[src/rtl/interrupt_controller.sv]
// ============================================================================
// interrupt_controller : edge-detected, masked, fixed-priority interrupt source
// Revision 1.0 : initial release
// ============================================================================
`default_nettype none

module interrupt_controller #(
  parameter int NSRC = 8,
  parameter int IDW  = 3
) (
  input  logic            clk,
  input  logic            clr,
  input  logic [NSRC-1:0] irq,
  input  logic            mask_we,
  input  logic [NSRC-1:0] mask_wd,
  output logic [NSRC-1:0] mask,
  output logic [NSRC-1:0] pending,
  output logic            intr,
  input  logic            inta,
  output logic [IDW-1:0]  int_id,
  output logic            in_service,
  input  logic            eoi
);

  localparam logic [1:0] ST_IDLE    = 2'd0;
  localparam logic [1:0] ST_REQ     = 2'd1;
  localparam logic [1:0] ST_SERVICE = 2'd2;

  logic [1:0]      state_q, state_d;
  logic [NSRC-1:0] irq_prev_q, irq_prev_d;
  logic [NSRC-1:0] mask_q, mask_d;
  logic [NSRC-1:0] pending_q, pending_d;
  logic            intr_q, intr_d;
  logic [IDW-1:0]  int_id_q, int_id_d;
  logic            in_service_q, in_service_d;

  logic [NSRC-1:0] w_rise;
  logic [NSRC-1:0] w_elig;
  logic [NSRC-1:0] w_ack_clr;
  logic [IDW-1:0]  w_win;

  always_comb begin
    w_rise    = irq & ~irq_prev_q;
    w_elig    = pending_q & ~mask_q;
    w_ack_clr = '0;
    w_win     = '0;
    // Descending scan so the lowest eligible index is the last one written.
    for (int i = NSRC - 1; i >= 0; i--) begin
      if (w_elig[i]) w_win = IDW'(i);
    end

    state_d      = state_q;
    intr_d       = intr_q;
    int_id_d     = int_id_q;
    in_service_d = in_service_q;
    irq_prev_d   = irq;
    mask_d       = mask_we ? mask_wd : mask_q;

    case (state_q)
      ST_IDLE: begin
        if (|w_elig) begin
          int_id_d = w_win;
          intr_d   = 1'b1;
          state_d  = ST_REQ;
        end
      end
      ST_REQ: begin
        if (inta) begin
          w_ack_clr[int_id_q] = 1'b1;
          intr_d              = 1'b0;
          in_service_d        = 1'b1;
          state_d             = ST_SERVICE;
        end
      end
      ST_SERVICE: begin
        if (eoi) begin
          in_service_d = 1'b0;
          state_d      = ST_IDLE;
        end
      end
      default: begin
        intr_d       = 1'b0;
        in_service_d = 1'b0;
        state_d      = ST_IDLE;
      end
    endcase

    // A fresh edge on the source being acknowledged survives the clear.
    pending_d = (pending_q & ~w_ack_clr) | w_rise;
  end

  always_ff @(posedge clk or posedge clr) begin
    if (clr) begin
      state_q      <= ST_IDLE;
      irq_prev_q   <= '0;
      mask_q       <= '1;
      pending_q    <= '0;
      intr_q       <= 1'b0;
      int_id_q     <= '0;
      in_service_q <= 1'b0;
    end else begin
      state_q      <= state_d;
      irq_prev_q   <= irq_prev_d;
      mask_q       <= mask_d;
      pending_q    <= pending_d;
      intr_q       <= intr_d;
      int_id_q     <= int_id_d;
      in_service_q <= in_service_d;
    end
  end

  assign mask       = mask_q;
  assign pending    = pending_q;
  assign intr       = intr_q;
  assign int_id     = int_id_q;
  assign in_service = in_service_q;

endmodule

`default_nettype wire
[config.mk]
export PLATFORM = sky130hd
export DESIGN_NAME = interrupt_controller
export DESIGN_NICKNAME = d
export VERILOG_FILES = /design/src/rtl/interrupt_controller.sv
export SDC_FILE = /design/constraint.sdc
export NUM_CORES = 1
export LEC_CHECK = 0
export ABC_AREA = 1
export CAP_MARGIN = 20
export CORE_MARGIN = 2
export CORE_UTILIZATION = 45
export DETAILED_ROUTE_END_ITERATION = 10
export PLACE_DENSITY_LB_ADDON = 0.05
export SKIP_CTS_REPAIR_TIMING = 1
export SYNTH_ARGS = -nofsm -noshare
export SYNTH_HDL_FRONTEND = slang
export SYNTH_SLANG_ARGS = --single-unit
[constraint.sdc]
create_clock -name clk -period 1.5 [get_ports clk]
set_input_delay 0.225 -clock clk [delete_from_list [all_inputs] [get_ports clk]]
set_output_delay 0.225 -clock clk [all_outputs]
set_load 0.01 [all_outputs]
==> results.md <==
* Run status: finished, final reports clean
* PwrDens at roughly 1400 nW/um^2
* Total of endpoints with negative setup slack in the final report at 0
* Worst Path Max Fanout at 2
* Synth area leaders: sky130_fd_sc_hd__dfrtp_1 44%, sky130_fd_sc_hd__dfstp_2 16%, sky130_fd_sc_hd__nand2_1 11%, sky130_fd_sc_hd__inv_1 7.2%, sky130_fd_sc_hd__o21ai_1 6.5%
* Bufs on Longest Clock Path at 2
* Critical path required time at 1270 ps
* Count of flip-flops with a built-in enable after synthesis at 0
* Capturing element type of the critical path: output pin
* Synth top cells by count: 38 x sky130_fd_sc_hd__nand2_1, 25 x sky130_fd_sc_hd__inv_1, 23 x sky130_fd_sc_hd__dfrtp_1
* Slowest stage delay, CP at 540 ps
* Synthesized area per cell at approximately 9 sq um
* Sequential share of power at 42.0%
* Number of antenna violations at the first check in global routing at 0
* Width of the die at approximately 58 um
* Post-route core utilization at 70.1%
* Met1 routing resource usage after global routing at 23.4%
* Relative slew margins at 69.0%
* Crit path max-delay family: buffers and inverters
* Clock Latency Late Sink at 340 ps
* Critical path buffer and inverter count at 1
* Y dimension of the die at approximately 58 um
* Unrepaired setup endpoints after global routing: false
* Average wire per cell in the routed design at 12.3 um
* Synth Area in Simple Gates at 20.9%
* Clock-pin slew reported for the worst setup and hold paths after clock tree synthesis at 100 ps
* Cell with the largest stage delay on the worst path: sky130_fd_sc_hd__clkdlybuf4s50_1
* Combinational cell fraction of total power at 37.4%
* Number of global-route vias before repair at between 1000 and 1500
* HPWL after DPL at 2.09 mm
* Largest vdd supply drop at 0.00110 V
* Total global routing track utilization at 18.9%
* CP Launch Type: flip-flop
* Most used DFF post-synth: sky130_fd_sc_hd__dfrtp_1
* Cell Chain, Critical Path: clkdlybuf4s50_1
* Met2 usage at 29.9%
* Most Used Layer, Global Route: met2
* Yosys warnings at 0
* Xor/xnor share of the synthesized area at 0%
* Final count of pins violating max slew at 0
* Detailed-route vias per instance at 4.82
* Flop and latch count out of synthesis at 31
* Worst Setup Slack post-DPL at between 60 and 70 ps
* Core outline area at 2760 sq um
* Clock group share of total power at 20.6%
* Worst setup path class: flip-flop to output pin
* Fraction of final layout cells sized beyond drive strength 1 at between 10% and 20%
* Most common cell in the netlist: sky130_fd_sc_hd__nand2_1
* Library cells used by synthesis at 18
* Mapped Nets at around 170
* P_int at 1.78 mW
* Final weighted congestion in routability-driven placement at around 0.8
* Final net count at approximately 220
* H-tree level count at 2
* Net switching share of the total power at 34.8%
* Count of input and output buffers at 41
* Share of the clock period used by the worst path at a little over nine tenths
* Switching Power at about 0.95 mW
* Remaining DRCs at 0
* Relative area change from synthesis to final layout at 47.6%
* Number of standard cells after synthesis at 145
* Leading area contributor after synthesis: sky130_fd_sc_hd__dfrtp_1
* Netlist area before placement at 1310 sq um
* Worst Reg-to-Reg Cells at 9
* Compound-Gate Fraction of Synth Area at between 10% and 20%
* Cell chosen for the clock root: sky130_fd_sc_hd__clkbuf_4
* Met3 track demand over resource in global routing at 4.91%
* Effective utilization at floorplan at between 40% and 50%
* Worst Path Arrival at 1230 ps
* Endpoint of the lowest-slack register-to-register path: int_id[0]
* ANT cells at 0
* Async set-or-reset flop fraction in the synthesized netlist at between 90% and 100%
* Transition time at the pin with the least slew margin at 464 ps
* Largest family of logic cells by synthesized area: simple AND/OR/NAND/NOR gates
* Final count of hold timing violations at 0
* Overflow left after global routing at 0
* Worst flop-to-flop path startpoint: mask[0]
* Total detailed-routing wirelength at around 2.9 mm
* Top cell type's share of synthesized area at 43.9%
* Area enclosed by the die boundary at 3360 sq um
* Global-route wire length before repair at 4.72 mm
* Share of synthesized area spent on multiplexers at 0%
* Pin count of the biggest net entering global routing at 32
* TritonCTS clock tree: built
* Antenna viol nets, final at 0
* Sequential cell area fraction in the yosys report at around 60%
* Drt pass-1 iters at 4
* Setup slack of the worst register-to-register path at 170 ps
* Worst hold-check path type: input pin to asynchronous set/reset pin
* Synth Area in Adders at 0%
* Number of sinks handled by clock tree synthesis at 31
* Number of design-rule violations left by the first detailed-router iteration at 28
* Final critical delay including setup and external delays at 1450 ps
* Leak pwr at 1.04 nW
* # IOs at 42
* Maximum clock rate at 0.690 GHz
* Worst-case setup margin in the final layout at approximately 50 ps
* FP Rows at 19
* Vias at 1118
* Total Neg Setup Slack at 0 ps
* Number of buffers added by the clock tree synthesis step at 5
* Number of max-cap violations at 0
* Maximum clock skew at final layout at slightly above 10 ps
-- sequential cells by signal, indices dropped and copies added (netlist names) --
| signal | cells |
|---|---|
| mask | 8 |
| intr | 1 |
| state_q | 2 |
| pending | 8 |
| irq_prev_q | 8 |
| int_id | 3 |
| in_service | 1 |
-- power groups by stage --
stage / Combinational (mW) / Sequential, mW / Clock (mW)
4_1_cts: 0.978 / 1.17 / 0.579
2_1_floorplan: 0.474 / 1.22 / 0
5_1_grt: 1.14 / 1.17 / 0.605
3_3_place_gp: 0.950 / 1.18 / 0
3_5_place_dp: 0.970 / 1.19 / 0
6_report: 1.02 / 1.15 / 0.563
-- kinds of logic after synthesis --
group	count (synthesis)
flip-flops	31
AND/OR/NAND/NOR	58
buffers and inverters	27
AO/OA/AOI/OAI	29
-- cells in the final DEF (no fill, tap or decap) --
cell type / synthesis / final
sky130_fd_sc_hd__nor2_1: 4 / 4
sky130_fd_sc_hd__nand2_1: 38 / 38
sky130_fd_sc_hd__buf_4: 0 / 8
sky130_fd_sc_hd__nor3_4: 1 / 1
sky130_fd_sc_hd__inv_2: 1 / 1
sky130_fd_sc_hd__dfstp_2: 8 / 8
sky130_fd_sc_hd__inv_1: 25 / 25
sky130_fd_sc_hd__or2_1: 1 / 1
sky130_fd_sc_hd__o21ai_1: 17 / 17
sky130_fd_sc_hd__dlymetal6s2s_1: 0 / 20
sky130_fd_sc_hd__clkbuf_1: 0 / 1
sky130_fd_sc_hd__clkbuf_8: 0 / 2
sky130_fd_sc_hd__o21bai_1: 1 / 1
sky130_fd_sc_hd__clkbuf_4: 0 / 5
sky130_fd_sc_hd__nand2_4: 1 / 1
sky130_fd_sc_hd__clkdlybuf4s50_1: 0 / 21
sky130_fd_sc_hd__nand2_2: 7 / 7
sky130_fd_sc_hd__nor2_4: 1 / 1
sky130_fd_sc_hd__dfrtp_1: 23 / 23
sky130_fd_sc_hd__nor2_2: 2 / 2
sky130_fd_sc_hd__o21ai_0: 9 / 9
sky130_fd_sc_hd__a21oi_1: 2 / 2
sky130_fd_sc_hd__nand3_1: 3 / 3
-- worst max path at each step --
stage	from	to	slack, ps	cells after the start
floorplan	mask[3]	int_id[0]	270	9
global placement	inta	pending[5]	100	6
detailed placement	inta	pending[5]	60	6
CTS	mask[7]	mask[7]	-160	1
global route	pending[6]	pending[6]	7	1
finish	pending[6]	pending[6]	50	1
-- layout make-up --
class | count | area, sq um
multi-input combinational | 87 | 422
tap | 31 | 38.8
timing repair buffer | 49 | 520
fill | 232 | 825
clock buffer | 8 | 68.8
inverter | 26 | 97.6
sequential | 31 | 786
-- per-stage QoR --
stage	cell area (sq um)	std cells	hold slack (ps)	total power [mW]
floorplan	1310	145	256	1.70
global placement	1760	217	395	2.13
detailed placement	1760	217	404	2.16
CTS	1830	225	256	2.73
global route	1930	232	287	2.91
finish	1930	232	243	2.73
-- routing by layer --
layer / routed length (um) / vias to the layer above / share of wire (%)
li1: - / 556 / -
met1: 1200 / 527 / 42
met2: 1420 / 29 / 50
met3: 182 / 6 / 6.4
met4: 42 / 0 / 1.5
met5: 0 / - / 0
Note: power is estimated with default switching activity, not from simulation.
